[src/rtl/inst_encoder.sv]
// Instruction encoder: packs decoded fields into 32-bit words, tags each
// with a byte address and queues it in a 2-entry FIFO for IMEM writes.
//  in_*  : field bundle (valid/ready), addr_load/addr_val : counter load
//  out_* : FIFO head (valid/ready), err_illegal, err_range, word_count
module inst_encoder #(
   parameter logic [31:0] BASE_ADDR = 32'h0000_0000,
   parameter int unsigned ADDR_STEP = 4
) (
   input  logic        clk,
   input  logic        rst_n,
   input  logic        in_valid,
   output logic        in_ready,
   input  logic [3:0]  in_op,
   input  logic [3:0]  in_func,
   input  logic [3:0]  in_rd,
   input  logic [3:0]  in_rs1,
   input  logic [3:0]  in_rs2,
   input  logic [31:0] in_imm,
   input  logic        addr_load,
   input  logic [31:0] addr_val,
   output logic        out_valid,
   input  logic        out_ready,
   output logic [31:0] out_addr,
   output logic [31:0] out_word,
   output logic        err_illegal,
   output logic        err_range,
   output logic [15:0] word_count
);

   localparam logic [3:0] OP_ALUR   = 4'h0;
   localparam logic [3:0] OP_CMPR   = 4'h2;
   localparam logic [3:0] OP_SW     = 4'h5;
   localparam logic [3:0] OP_BRANCH = 4'h6;
   localparam logic [3:0] OP_ALUI   = 4'h8;
   localparam logic [3:0] OP_LW     = 4'h9;
   localparam logic [3:0] OP_CMPI   = 4'hA;
   localparam logic [3:0] OP_JAL    = 4'hB;

   logic [1:0]  occ_q, occ_d, occ_mid;
   logic [63:0] ent0_q, ent0_d;
   logic [63:0] ent1_q, ent1_d;
   logic [31:0] addr_q, addr_d, cur_addr;
   logic        err_illegal_q, err_illegal_d;
   logic        err_range_q, err_range_d;
   logic [15:0] cnt_q, cnt_d;

   logic [31:0] enc_word;
   logic        legal, imm_fmt, imm_bad;
   logic        accept, push, pop;

   always_comb begin
      enc_word = '0;
      legal    = 1'b1;
      imm_fmt  = 1'b0;
      case (in_op)
         OP_ALUR, OP_CMPR:
            enc_word = {in_rd, in_rs1, in_rs2, 12'h000, in_func, in_op};
         OP_ALUI, OP_LW, OP_CMPI, OP_JAL: begin
            enc_word = {in_rd, in_rs1, in_imm[15:0], in_func, in_op};
            imm_fmt  = 1'b1;
         end
         OP_SW, OP_BRANCH: begin
            enc_word = {in_rs1, in_rs2, in_imm[15:0], in_func, in_op};
            imm_fmt  = 1'b1;
         end
         default: legal = 1'b0;
      endcase
   end

   // Fits in 16-bit signed only when bits 31:15 are a pure sign extension.
   assign imm_bad = (|in_imm[31:15]) & ~(&in_imm[31:15]);

   assign in_ready  = (occ_q != 2'd2);
   assign out_valid = (occ_q != 2'd0);
   assign accept    = in_valid & in_ready;
   assign push      = accept & legal;
   assign pop       = out_valid & out_ready;

   // A same-cycle load wins over the stored counter for the word it tags.
   assign cur_addr = addr_load ? addr_val : addr_q;

   always_comb begin
      addr_d        = cur_addr;
      cnt_d         = cnt_q;
      err_illegal_d = accept & ~legal;
      err_range_d   = err_range_q | (push & imm_fmt & imm_bad);
      if (push) begin
         addr_d = cur_addr + 32'(ADDR_STEP);
         cnt_d  = cnt_q + 16'd1;
      end
   end

   // Pop shifts entry 1 forward; the new word lands in the first free slot.
   always_comb begin
      occ_mid = occ_q - {1'b0, pop};
      ent0_d  = pop ? ent1_q : ent0_q;
      ent1_d  = ent1_q;
      if (push) begin
         if (occ_mid == 2'd0) ent0_d = {cur_addr, enc_word};
         else                 ent1_d = {cur_addr, enc_word};
      end
      occ_d = occ_mid + {1'b0, push};
   end

   always_ff @(posedge clk or negedge rst_n) begin
      if (!rst_n) begin
         occ_q         <= 2'd0;
         ent0_q        <= '0;
         ent1_q        <= '0;
         addr_q        <= BASE_ADDR;
         err_illegal_q <= 1'b0;
         err_range_q   <= 1'b0;
         cnt_q         <= '0;
      end else begin
         occ_q         <= occ_d;
         ent0_q        <= ent0_d;
         ent1_q        <= ent1_d;
         addr_q        <= addr_d;
         err_illegal_q <= err_illegal_d;
         err_range_q   <= err_range_d;
         cnt_q         <= cnt_d;
      end
   end

   assign out_addr    = ent0_q[63:32];
   assign out_word    = ent0_q[31:0];
   assign err_illegal = err_illegal_q;
   assign err_range   = err_range_q;
   assign word_count  = cnt_q;

endmodule
[config.mk]
export PLATFORM = sky130hd
export DESIGN_NAME = inst_encoder
export DESIGN_NICKNAME = d
export VERILOG_FILES = /design/src/rtl/inst_encoder.sv
export SDC_FILE = /design/constraint.sdc
export NUM_CORES = 1
export LEC_CHECK = 0
export ABC_AREA = 1
export ABC_CLOCK_PERIOD_IN_PS = 2200
export CAP_MARGIN = 20
export CORE_UTILIZATION = 45
export DETAILED_ROUTE_END_ITERATION = 10
export GPL_TIMING_DRIVEN = 0
export PLACE_DENSITY = 0.73
export SETUP_SLACK_MARGIN = 0.05
export SLEW_MARGIN = 20
export SYNTH_ARGS = -nofsm -noshare
export SYNTH_HDL_FRONTEND = slang
export SYNTH_SLANG_ARGS = --single-unit
export TNS_END_PERCENT = 20
[constraint.sdc]
create_clock -name clk -period 2.2 [get_ports clk]
set_clock_uncertainty 0.05 [all_clocks]
set_input_delay 0.33 -clock clk [delete_from_list [all_inputs] [get_ports clk]]
set_output_delay 0.33 -clock clk [all_outputs]
set_load 0.01 [all_outputs]
==> results.py <==
metrics = {
    "sta": {
        "finalCritPeriodShare_pct": 94.36,
        "timing.slew.headroom_pct": 58.29,
        "finalHoldViolations": 0,
        "rsz0062_at_grt": "true",
        "drv_slew": 0,
        "fin_crit_ns": 2.076,
        "clock.fmax_mhz": 481.7,
        "tightest_slew_ns": 0.6191,
        "hold_slack_ns": 0.3520,
        "setup_viol": 0,
    },
    "synth": {
        "synthTopCellsByArea": "dfrtp_1, nand2_1, o21ai_0, inv_1, nor2_1",
        "netlist_instances": 1152,
        "synth_common_cells": "nand2_1, dfrtp_1, inv_1",
        "async_flop_share_pct": 100.0,
        "ys.flop_type": "dfrtp_1",
        "yosysUniqueCellTypes": 38,
        "yosys.area.top_type": "dfrtp_1",
        "netlist.area_leader.share_pct": 49.80,
        "synth-seq-area-share_pct": 49.80,
        "synth-edff-count": 0,
        "netlist_area_um2": 9045,
        "yosysMostFrequentCell": "nand2_1",
        "syn_area_per_cell_um2": 7.851,
        "yosysWarningCount": 0,
        "ys_ff_latch": 180,
        "synth_nets": 1245,
    },
    "floorplan": {
        "die-area_um2": 20670,
        "core_area_um2": 19590,
        "die-width_um": 143.8,
        "fp.dieH_um": 143.8,
        "num_rows": 51,
        "start_util_pct": 46.17,
        "pin_count": 173,
    },
    "final_layout": {
        "syn_to_final_growth_pct": 34.26,
        "seqCellArea_um2": 4506,
        "layout.cells.non_filler": 1637,
        "multi_input_area_um2": 3869,
        "drive_gt1_share_pct": 11.95,
        "fillers": 1701,
        "fin_util_pct": 61.99,
        "finalNetCount": 1452,
        "n_antenna_cell": 0,
    },
    "worst_setup_path": {
        "arrival_ns": 2.32,
        "cp_max_fo": 10,
        "crit_type": "reg -> reg",
        "critPathCaptureType": "register",
        "cp.required_ns": 2.44,
        "start_kind": "register",
    },
    "routing": {
        "wl_mm": 26.50,
        "routed_via_density": 5.147,
        "wl_per_cell_um": 16.19,
        "ant_nets": 0,
        "num_vias": 8425,
        "first_iter_violations": 497,
        "drt_first_pass_iters": 5,
        "remaining_drc_errors": 0,
    },
    "pwr": {
        "p_leak_nw": 5.771,
        "power.switching_mw": 4.747,
        "clkPwrFrac_pct": 21.7,
        "powerDensity_nw_per_um2": 1112,
        "power.total_mw": 13.50,
        "power_frac_comb_pct": 40.2,
        "power.internal_mw": 8.753,
        "p_seq_share_pct": 38.1,
        "p_sw_share_pct": 35.16,
        "ir_worst_vdd_mv": 0.7127,
    },
    "grt": {
        "grt_overflow": 0,
        "first_global_vias": 8268,
        "antenna_found_initial": 0,
        "grt_pass1_wl_mm": 42.32,
        "gr-usage-all-layers_pct": 26.92,
        "grt_max_degree": 68,
    },
    "clock_network": {
        "cts_num_sinks": 180,
        "cts_tree": "yes",
        "numCtsBuffers": 17,
        "cts-root-buf": "clkbuf_16",
        "clock_latency_ns": 0.44,
        "clock_tree.buffer_depth": 2,
        "htreeDepth": 4,
        "clkTransAtPathRegs_ns": 0.07,
    },
    "place": {
        "gp_congestion": 0.9432,
        "place_hpwl_mm": 18.92,
        "dp.cells": 1591,
        "numPortBuffers": 172,
    },
    "job": {
        "cap_violations": 0,
    },
    "min_path": {
        "hold_path.class": "in -> async",
    },
    "outcome": {
        "status": "complete, no violations",
    },
}
-- placed cells by master (no fill, tap or decap), types with 13 or more instances in the layout --
cell             netlist  layout
o21ai_0              106      86
nand2_1              392     386
buf_4                  3      16
or2_2                 15      15
o21ai_1               17      37
inv_1                124     121
xor2_1                22      21
o211ai_1              17      17
nand3_1               30      30
nor3_1                13      13
a31oi_1               29      27
nor2_1                83      80
clkbuf_16              0      19
dfrtp_1              180     179
clkdlybuf4s50_1        0     170
-- power by group through the flow --
stage	clock [mW]	combinational [mW]	sequential, mW
global placement	0	4.80	5.16
global route	3.08	5.96	5.26
finish	2.93	5.42	5.14
floorplan	0	2.46	5.30
CTS	2.96	5.30	5.14
detailed placement	0	4.91	5.17
-- registers in the layout (all words and copies together) (netlist names) --
name,flops
ent0_q,64
addr_q,32
err_illegal,1
err_range,1
word_count,16
ent1_q,64
occ_q,2
-- metrics by stage --
stage,worst slack [ns],setup TNS (ns),instance area (um2)
after global routing,0.04292,0,12140
final,0.1241,0,12140
after global placement,-6.887,-1313.48,11160
after floorplan,0.05400,0,9110
after detailed placement,-0.6737,-79.87,11220
after CTS,0.03203,0,12020
-- path summary, 6_finish.rpt --
path | slack, ns | cells past startpoint | startpoint | to
max in group asynchronous | 1.07 | 3 | rst_n | ent0_q[26]
max | 0.12 | 12 | occ_q[1] | ent0_q[62]
min | 0.35 | 2 | rst_n | ent1_q[49]
min in group clk | 0.42 | 2 | err_range | err_range
min reg2reg | 0.42 | 2 | err_range | err_range
max reg2reg | 0.12 | 12 | occ_q[1] | ent0_q[62]
-- worst max-delay path: stages (launching register included) --
cell       delay [ns]
dfrtp_2          0.40
inv_2            0.06
nand2_4          0.07
nand2_4          0.10
inv_6            0.06
ha_4             0.17
xor2_4           0.16
nor2_4           0.18
nand2_4          0.09
bufbuf_16        0.28
buf_6            0.14
nand2_1          0.06
o21ai_0          0.10
-- cell type report --
class	count	share of cell area, %
inverter	130	4.080
multi-input combinational	791	31.86
buffer	49	3.266
clock buffer	24	3.967
timing repair buffer	190	16.37
tap	265	2.730
clock inverter	8	0.6285
sequential	180	37.10
-- routing by layer --
metal	vias up	share of wire (%)	GRT usage, %
met4	0	2.3	9.966
met2	251	49	44.69
met5	-	0	0
met1	4043	44	35.49
li1	4085	-	-
met3	46	4.8	4.199
-- cells by family after synthesis --
kind of cell,Yosys count,synth area share (%)
flip-flops,180,49.80
XOR/XNOR,25,2.421
AND/OR/NAND/NOR,573,26.57
AO/OA/AOI/OAI,189,12.16
adder cells (fa/ha/maj),4,0.5533
buffers and inverters,181,8.494
-- what timing repair did --
item / CTS / global route
pin swaps: 6 / 7
endpoints found under the hold margin: 50 / 0
hold buffers: 1 / 0
gates resized for setup: 41 / 29
gates cloned: 1 / 2
setup endpoints to repair: 137 / 133
buffers inserted: 9 / 3
Power figures use the tool's default switching activity.
